**config.mk**
```make
export PLATFORM = sky130hd
export DESIGN_NAME = abc_stim_driver
export DESIGN_NICKNAME = d
export VERILOG_FILES = /design/src/rtl/abc_stim_driver.sv
export SDC_FILE = /design/constraint.sdc
export NUM_CORES = 1
export LEC_CHECK = 0
export CAP_MARGIN = 20
export CORE_ASPECT_RATIO = 1.5
export CORE_UTILIZATION = 40
export CTS_BUF_LIST = sky130_fd_sc_hd__clkbuf_4 sky130_fd_sc_hd__clkbuf_8
export DETAILED_ROUTE_END_ITERATION = 7
export HOLD_SLACK_MARGIN = 0.12
export PLACE_DENSITY = 0.7
export SYNTH_ARGS = -nofsm -noshare
export SYNTH_HDL_FRONTEND = slang
export SYNTH_SLANG_ARGS = --single-unit
export TNS_END_PERCENT = 1
```
**constraint.sdc**
```tcl
create_clock -name clk -period 4.9 [get_ports clk]
set_input_delay 0.98 -clock clk [delete_from_list [all_inputs] [get_ports clk]]
set_output_delay 0.98 -clock clk [all_outputs]
set_load 0.03 [all_outputs]
```
**src/rtl/abc_stim_driver.sv**
```systemverilog
// rtl/abc_stim_driver.sv - exhaustive A/B/C stimulus sweep with per-pattern F capture
//
// Purpose:
//   On start, drives the eight A/B/C input combinations 000..111 to a piece of
//   logic under stimulus. Each pattern is held for HOLD_CYCLES cycles and then
//   the F response is sampled for one cycle. The sampled responses are stored
//   in resp and the number of F=1 responses in f_count. A one-cycle done pulse
//   marks the end of a sweep.
//
// Parameters:
//   HOLD_CYCLES  cycles each pattern is driven before F is sampled (1..15)
//
// Ports:
//   clk          single clock, rising edge
//   rst          synchronous active-high reset
//   start        request one full 8-pattern sweep (accepted in IDLE only)
//   f_in         F response of the logic under stimulus
//   a_out        stimulus A (MSB of the pattern index)
//   b_out        stimulus B
//   c_out        stimulus C (LSB of the pattern index)
//   busy         high while a sweep is in progress
//   done         one-cycle pulse at the end of a sweep
//   resp[7:0]    resp[i] = F sampled for pattern i
//   f_count[3:0] number of patterns whose sampled F was 1
//
// Configuration:
//   ABC_DRV_LOOP_EN  when defined, start held high in DONE chains straight
//                    into the next sweep without passing through IDLE.

module abc_stim_driver #(
    parameter int HOLD_CYCLES = 2
) (
    input  logic       clk,
    input  logic       rst,
    input  logic       start,
    input  logic       f_in,
    output logic       a_out,
    output logic       b_out,
    output logic       c_out,
    output logic       busy,
    output logic       done,
    output logic [7:0] resp,
    output logic [3:0] f_count
);

    typedef enum logic [1:0] {
        IDLE   = 2'd0,
        DRIVE  = 2'd1,
        SAMPLE = 2'd2,
        DONE   = 2'd3
    } state_t;

    // The hold counter counts down to zero, so loading HOLD_CYCLES-1 gives
    // exactly HOLD_CYCLES cycles in DRIVE.
    localparam logic [3:0] HOLD_RELOAD = 4'(HOLD_CYCLES - 1);

    state_t     state;
    logic [2:0] idx;
    logic [3:0] hold_cnt;

    always_ff @(posedge clk) begin
        if (rst) begin
            state    <= IDLE;
            idx      <= 3'd0;
            hold_cnt <= 4'd0;
            a_out    <= 1'b0;
            b_out    <= 1'b0;
            c_out    <= 1'b0;
            busy     <= 1'b0;
            done     <= 1'b0;
            resp     <= 8'h00;
            f_count  <= 4'd0;
        end else begin
            case (state)
                IDLE: begin
                    done <= 1'b0;
                    {a_out, b_out, c_out} <= 3'b000;
                    if (start) begin
                        state    <= DRIVE;
                        idx      <= 3'd0;
                        hold_cnt <= HOLD_RELOAD;
                        busy     <= 1'b1;
                        resp     <= 8'h00;
                        f_count  <= 4'd0;
                    end
                end

                DRIVE: begin
                    if (hold_cnt == 4'd0) begin
                        state <= SAMPLE;
                    end else begin
                        hold_cnt <= hold_cnt - 4'd1;
                    end
                end

                SAMPLE: begin
                    resp[idx] <= f_in;
                    if (f_in) begin
                        f_count <= f_count + 4'd1;
                    end
                    if (idx == 3'd7) begin
                        // Last pattern: stimulus returns to zero together
                        // with the done pulse so DONE looks like IDLE.
                        state <= DONE;
                        busy  <= 1'b0;
                        done  <= 1'b1;
                        {a_out, b_out, c_out} <= 3'b000;
                    end else begin
                        state    <= DRIVE;
                        idx      <= idx + 3'd1;
                        hold_cnt <= HOLD_RELOAD;
                        {a_out, b_out, c_out} <= idx + 3'd1;
                    end
                end

                DONE: begin
                    done <= 1'b0;
`ifdef ABC_DRV_LOOP_EN
                    if (start) begin
                        state    <= DRIVE;
                        idx      <= 3'd0;
                        hold_cnt <= HOLD_RELOAD;
                        busy     <= 1'b1;
                        resp     <= 8'h00;
                        f_count  <= 4'd0;
                        {a_out, b_out, c_out} <= 3'b000;
                    end else begin
                        state <= IDLE;
                    end
`else
                    state <= IDLE;
`endif
                end

                default: begin
                    state <= IDLE;
                    busy  <= 1'b0;
                    done  <= 1'b0;
                    {a_out, b_out, c_out} <= 3'b000;
                end
            endcase
        end
    end

endmodule
```
## After elaboration in Yosys (flattened, before gate mapping)

Cells that the tools add are included.

| cells by class | value |
|---|---|
| reductions and logical operators | 14 |
| mux-type cells | 30 |
| eq/ne operators | 10 |
| $add $sub $neg | 3 |
| $lt $le $gt $ge | 2 |

Operator list:

| kind | count |
|---|---|
| two-way mux 4 bit | 5 |
| case mux 8 bit (2 select lines) | 1 |
| != test 2 bit, second input constant | 6 |
| case mux 4 bit (3 select lines) | 1 |
| case mux 1 bit (2 select lines) | 5 |
| AND reduction 3 bit | 3 |
| bitwise mux 8 bit | 1 |
| two-way mux 8 bit | 1 |
| case mux 2 bit (4 select lines) | 1 |
| case mux 4 bit (2 select lines) | 1 |
| two-way mux 1 bit | 7 |
| two-way mux 2 bit | 3 |
| two-way mux 3 bit | 2 |
| case mux 3 bit (2 select lines) | 1 |
| AND reduction 2 bit | 3 |
| adder 4 x 1 -> 4 bit, second input constant | 1 |
| equality test 2 bit, second input constant | 2 |
| logical NOT 4 bit | 1 |
| < comparator 3 x 4 -> 1 bit, second input constant | 1 |
| AND reduction 4 bit | 1 |
| nonzero test 2 bit | 2 |
| subtractor 4 x 1 -> 4 bit, second input constant | 1 |
| adder 3 x 1 -> 3 bit, second input constant | 1 |
| demux 1 bit (select 3 bit) | 1 |
| 7 further kinds | 7 |

| word-level totals | value |
|---|---|
| logic and storage cells | 69 |
| bits of input ports | 4 |
| register bits | 26 |
| output and inout bits | 17 |

## Depth between registers and ports, before layout

Gate-level depths: netlist of run 1.

| logic depth | value |
|---|---|
| depth in word-level cells | 6 |
| mapped depth | 7 |

## Worst setup path after synthesis of run 1

OpenSTA, ideal clock, no wires.

| path | value |
|---|---|
| path kind | input port to flip-flop |
| start | in start |
| end | reg hold_cnt[1] |
| data required time | 4835 ps |
| buffers on the path | 0 |
| arrival time | 1919 ps |
| slack | 2916 ps |
| cell stages on the path | 4 |
| cells stage by stage | nor2b_4 > or4b_4 > o32a_1 > nor2_1 |

| between the ends | value |
|---|---|
| word-level cells in the longest chain between the ends | 2 |

RTL lines:

| what | RTL line | RTL |
|---|---|---|
| start: declaration | 35 | `input logic start,` |
| != test 2 bit (no source line) | - |  |
| AND reduction 4 bit (no source line) | - |  |
| end signal: assignment | 92 | `hold_cnt <= hold_cnt - 4'd1;` |
| end: declaration | 59 | `logic [3:0] hold_cnt;` |

No other way between the ends.
A chain may end at the register's enable or synchronous reset.

## Worst setup path after layout of run 1

Ends and elaborated chain as after synthesis.

==> impl_metrics.py, run 1 <==
metrics = {
    "status": {
        "status": "complete, no violations",
    },
    "floorplan": {
        "die_height_microns": 74.91,
        "start_util": 0.4190,
        "dieArea_sq_um": 3791,
        "rows": 26,
        "ios": 21,
        "die_x_microns": 50.61,
        "core-area_sq_um": 3383,
    },
    "yosys": {
        "syn_inst": 173,
        "ys_ff_latch": 26,
        "synth_area_per_cell_sq_um": 8.194,
        "synth-compound-area-share": 0.2065,
        "yosys.area_share.simple": 0.2833,
        "synthXorXnorAreaFrac": 0,
        "synth_nets": 188,
        "synth_area_leaders": "dfxtp_1 (37%), ha_1 (9.7%), a21oi_1 (6.4%)",
        "synth_cell_type_count": 35,
        "synth_most_common_cell": "dfxtp_1",
        "synth_top_area_cell": "dfxtp_1",
        "ys_seq_area_frac": 0.3672,
        "synth_fa_ha_area_frac": 0.09709,
        "yosys_warnings": 0,
        "synth-edff-count": 0,
        "muxShareOfSynthArea": 0,
        "ys_async_sr_fraction": 0,
        "ys_top_cells_by_count": "dfxtp_1 (26), a21oi_1 (18), nor2_1 (15)",
        "syn_area_sq_um": 1418,
        "synth_top_family_by_area": "simple AND/OR/NAND/NOR gates",
        "ys.flop_type": "dfxtp_1",
        "yosysTopAreaCellShare": 0.3672,
    },
    "sta": {
        "grt_setup_unrepaired": "no",
        "max_freq_ghz": 0.4224,
        "fin_crit_sh": 0.4832,
        "worstMarginPinSlew_ns": 0.5609,
        "finalMaxSlewViolations": 0,
        "slew_headroom": 0.6232,
        "tns_ns": 0,
        "setup_viol_count_final": 0,
        "skew_ns": 0.002708,
        "finalCriticalPeriod_ns": 2.368,
        "hold_viol": 0,
    },
    "global_route": {
        "grt_pass1_vias": 1156,
        "grt_max_degree": 30,
        "gr-total-overflow": 0,
        "grt_first_pass_wirelength_microns": 4809,
        "antenna_found_initial": 0,
        "grt_use_total": 0.1630,
    },
    "worst_setup_path": {
        "crit_path_end_kind": "flop",
        "crit_type": "in2reg",
        "arrival_ns": 2.58,
        "cp_cell_sequence": "clkdlybuf4s50_1 > nor2b_4 > or4b_4 > o32a_1 > nor2_1",
        "startpoint_type": "input port",
        "cp_num_buf_inv": 1,
        "worst_path_max_delay_cell": "clkdlybuf4s50_1",
        "crit_family": "simple AND/OR/NAND/NOR gates",
        "max_stage_delay_ns": 0.54,
        "worstPathMaxFanout": 12,
        "crit_required_ns": 5.11,
    },
    "clock_network": {
        "ctsHoldBuffers": 0,
        "clock_path_buffers": 2,
        "clkTransAtPathRegs_ns": 0.09,
        "clkLatencyLatePin_ns": 0.27,
        "cts_tree": "yes",
        "htree_num_levels": 1,
        "post_cts.repair.setup_buffers": 0,
        "cts_resized": 0,
        "cts.sinks": 26,
        "cts_buffers": 3,
        "cts_root_buf": "clkbuf_8",
    },
    "routing": {
        "drt-total-wl_microns": 2915,
        "routedWlPerCell_microns": 12.62,
        "dr.pass1.iters": 4,
        "drc_errors": 0,
        "drt_iter0_drc": 59,
        "drtAntennaViolNets": 0,
        "vias": 1266,
        "viasPerCell": 5.481,
    },
    "final_layout": {
        "design_area_sq_um": 1714,
        "area_growth_pct": 20.92,
        "drive_above_1_share": 0.04762,
        "fin_nets": 205,
        "diodes": 0,
    },
    "pwr": {
        "irDropWorstVdd_mv": 0.3859,
        "leakagePower_uw": 0.0006212,
        "powerDensity_nw_per_um2": 474.0,
    },
    "place": {
        "port_buffers": 20,
        "dp_hpwl_microns": 2061,
        "gp_congestion": 0.7646,
        "place_area_sq_um": 1643,
    },
    "job": {
        "cap_viol_max_count": 0,
    },
    "worst_hold_path": {
        "hp-class": "reg2reg",
    },
}
==> where the power goes <==
part	leakage [uW]	internal (uW)	total [uW]	switching [uW]
registers	0.000211	238	268	29.9
logic	0.000375	143	366	223
clock network	0.0000357	109	178	68.9
total	0.000621	491	812	322
==> cells by family after synthesis <==
kind of cell,Yosys count
buffers and inverters,17
and+or+nand+nor,72
AOI/OAI and AO/OA,47
DFF,26
adders and majority gates,11
==> area by class of cell <==
cell class	count	area, sq um
Fill cell	344	1669
Tap cell	42	52.55
Inverter	8	30.03
Clock inverter	1	30.03
Timing Repair Buffer	21	207.7
Multi-Input combinational cell	130	832.0
Sequential cell	26	520.5
Clock buffer	3	41.29
==> registers in the layout, indices dropped and copies added (netlist names) <==
| name | flops |
|---|---|
| b_out | 1 |
| busy | 1 |
| f_count | 4 |
| state | 2 |
| idx | 3 |
| resp | 8 |
| c_out | 1 |
| hold_cnt | 4 |
| done | 1 |
| a_out | 1 |
==> metrics by stage <==
step           power [uW]  cells  hold WS [ns]  worst slack [ns]    util
4_1_cts             813.6    231        0.4806             2.540  0.5067
3_3_place_gp        616.3    227        0.4619             2.283  0.4856
5_1_grt             869.9    231        0.5129             2.456  0.5067
2_1_floorplan       545.1    173        0.4510             2.916       -
6_report            812.5    231        0.4773             2.532  0.5067
3_5_place_dp        633.2    227        0.4639             2.250  0.4856
==> path summary, 6_finish.rpt <==
kind	startpoint	to	slack, ns	cells past startpoint
worst max-delay path	start	hold_cnt[1]	2.53	5
worst min-delay path	busy	busy	0.48	2
worst max register to register	state[0]	hold_cnt[1]	2.73	6
worst min register to register	busy	busy	0.48	2
==> worst register-to-register path, cell delays in order, from the launching register on <==
cell and delay (ns):
dfxtp_1 0.44, inv_1 0.13, ha_1 0.37, and2_4 0.23
or4b_4 0.50, o32a_1 0.35, nor2_1 0.08
==> placed cells by master (no fill, tap or decap), types with 6 or more instances in the layout <==
master / n
dfxtp_1: 26
nand2_1: 12
ha_1: 11
clkdlybuf4s50_1: 20
o21ai_0: 11
nor2b_1: 9
a21oi_1: 18
nand3_1: 6
nor2_1: 15
inv_1: 8
nand2b_1: 7
==> routing by layer <==
layer	track usage	vias to the layer above	part of all wire
met1	0.1906	581	0.46
met5	0	-	0
met4	0.08025	0	0.024
li1	-	647	-
met2	0.2919	30	0.48
met3	0.02020	8	0.033
Power figures use the tool's default switching activity.
==> run 2, diff against run 1 <==
- clock period: 4.9 -> 2.4 ns (I/O delays scaled with it)
==> run 2 against run 1 <==
  * The run now ends with design-rule violations left
  * Combinational power up 110%
  * Clock power up 100%
  * Non-clock buffer count is 2 higher
  * Global-route usage about the same
  * Sequential cell count did not move
  * Hold slack got worse by 0.0057 ns
  * Utilization rose by 0.44 points
  * Clock skew down 0.0012 ns
  * Critical path depth up 1
  * Critical path type is now reg2reg
  * Highest routed layer unchanged
==> impl_metrics.py, run 2 (synthesized netlist as in run 1, its figures left out) <==
metrics = {
    "floorplan": {
        "core-area_sq_um": 3383,
        "dieArea_sq_um": 3791,
        "die_height_microns": 74.91,
        "start_util": 0.4190,
        "rows": 26,
        "ios": 21,
        "die_x_microns": 50.61,
    },
    "sta": {
        "grt_setup_unrepaired": "no",
        "tns_ns": 0,
        "skew_ns": 0.001506,
        "fin_crit_sh": 0.8854,
        "hold_viol": 0,
        "setup_viol_count_final": 0,
        "worstMarginPinSlew_ns": 0.5581,
        "hold_slack_ns": 0.4716,
        "finalCriticalPeriod_ns": 2.125,
        "slew_headroom": 0.6266,
        "finalMaxSlewViolations": 0,
        "max_freq_ghz": 0.4706,
    },
    "worst_setup_path": {
        "crit_required_ns": 2.61,
        "max_stage_delay_ns": 0.51,
        "crit_path_end_kind": "flop",
        "cp_num_buf_inv": 1,
        "arrival_ns": 2.34,
        "r2r_cells": 6,
        "crit_type": "reg2reg",
        "cp_cell_sequence": "inv_1 > ha_1 > and2_4 > or4b_4 > o32a_1 > nor2_1",
        "regToRegStartpoint": "state[0]",
        "r2r_setup_slack_ns": 0.28,
        "worstPathMaxFanout": 13,
        "crit_family": "simple AND/OR/NAND/NOR gates",
        "worst_path_max_delay_cell": "or4b_4",
        "startpoint_type": "flop",
        "r2r-end": "hold_cnt[1]",
    },
    "status": {
        "violations": "design-rule violations",
        "status": "complete, but fails checks",
    },
    "place": {
        "port_buffers": 20,
        "dp_hpwl_microns": 2165,
        "place_area_sq_um": 1658,
        "gp_congestion": 0.8383,
    },
    "global_route": {
        "grt_first_pass_wirelength_microns": 4767,
        "gr-total-overflow": 0,
        "antenna_found_initial": 0,
        "grt_use_total": 0.1626,
        "grt_max_degree": 18,
        "grt_pass1_vias": 1162,
    },
    "pwr": {
        "leakagePower_uw": 0.0006315,
        "p_int_uw": 1009,
        "total_power_uw": 1656,
        "irDropWorstVdd_mv": 0.5521,
        "powerDensity_nw_per_um2": 957.5,
        "combPwrFrac": 0.461,
        "swShare": 0.3906,
        "power_frac_clock": 0.216,
        "p_switching_uw": 646.7,
        "p_seq_frac": 0.323,
    },
    "final_layout": {
        "layout_common_cells": "dfxtp_1 (26), clkdlybuf4s50_1 (20), a21oi_1 (18)",
        "final_common_cell": "dfxtp_1",
        "area_growth_pct": 21.98,
        "largest_registers": "resp (8), f_count (4), hold_cnt (4)",
        "drive_above_1_share": 0.05759,
        "utilization": 0.5111,
        "diodes": 0,
        "design_area_sq_um": 1729,
        "top_register": "resp",
        "largest_reg_flops": 8,
        "fin_nets": 207,
    },
    "worst_hold_path": {
        "hp-class": "reg2reg",
        "hold_path_depth": 2,
        "min-delay-start": "busy",
        "holdPathEnd": "busy",
    },
    "routing": {
        "routedWlPerCell_microns": 12.40,
        "drc_errors": 1,
        "viasPerCell": 5.481,
        "drtAntennaViolNets": 0,
        "drt-total-wl_microns": 2889,
        "vias": 1277,
        "drt_iter0_drc": 31,
        "dr.pass1.iters": 6,
    },
    "job": {
        "cap_viol_max_count": 0,
    },
    "clock_network": {
        "clkTransAtPathRegs_ns": 0.09,
        "cts.sinks": 26,
        "cts_tree": "yes",
        "cts_resized": 0,
        "cts_buffers": 3,
        "clkLatencyLatePin_ns": 0.27,
        "cts_root_buf": "clkbuf_8",
        "post_cts.repair.setup_buffers": 0,
        "htree_num_levels": 1,
        "ctsHoldBuffers": 0,
        "clock_path_buffers": 2,
    },
}
run 2: power groups by stage:
stage | sequential (uW) | combinational (uW) | clock (uW)
global route | 546 | 851 | 387
floorplan | 584 | 528 | 0
finish | 535 | 764 | 357
CTS | 535 | 763 | 367
global placement | 541 | 728 | 0
detailed placement | 546 | 759 | 0
run 2: through the flow:
step                setup WS (ns)  instances
floorplan                  0.5661        173
finish                     0.2751        233
global placement           0.2911        229
CTS                        0.2778        233
detailed placement         0.2517        229
global route               0.1372        233
run 2: final cells by class:
cell class	instances	area [sq um]
fill	355	1654
inverter	8	30.03
sequential	26	520.5
multi-input combinational	130	832.0
timing repair buffer	23	222.7
clock buffer	3	41.29
tap	42	52.55
clock inverter	1	30.03
run 2: worst max-delay path by stage:
stage / startpoint / to / slack (ns) / cells past startpoint
finish: state[0] / hold_cnt[1] / 0.28 / 6
global route: state[0] / f_count[3] / 0.14 / 6
CTS: state[0] / hold_cnt[1] / 0.28 / 6
detailed placement: start / hold_cnt[1] / 0.25 / 5
global placement: start / hold_cnt[1] / 0.29 / 5
floorplan: state[0] / hold_cnt[1] / 0.57 / 6
run 2: worst register-to-register path, stage by stage (launching register included):
cell	delay (ns)
dfxtp_1	0.44
inv_1	0.13
ha_1	0.36
and2_4	0.22
or4b_4	0.51
o32a_1	0.34
nor2_1	0.07
run 2: per-layer routing:
layer,global-route usage,up-vias,share of wire
met5,0,-,0
met4,0.09568,0,0.022
met3,0.01212,6,0.028
met2,0.3037,27,0.51
met1,0.1781,599,0.44
li1,-,645,-
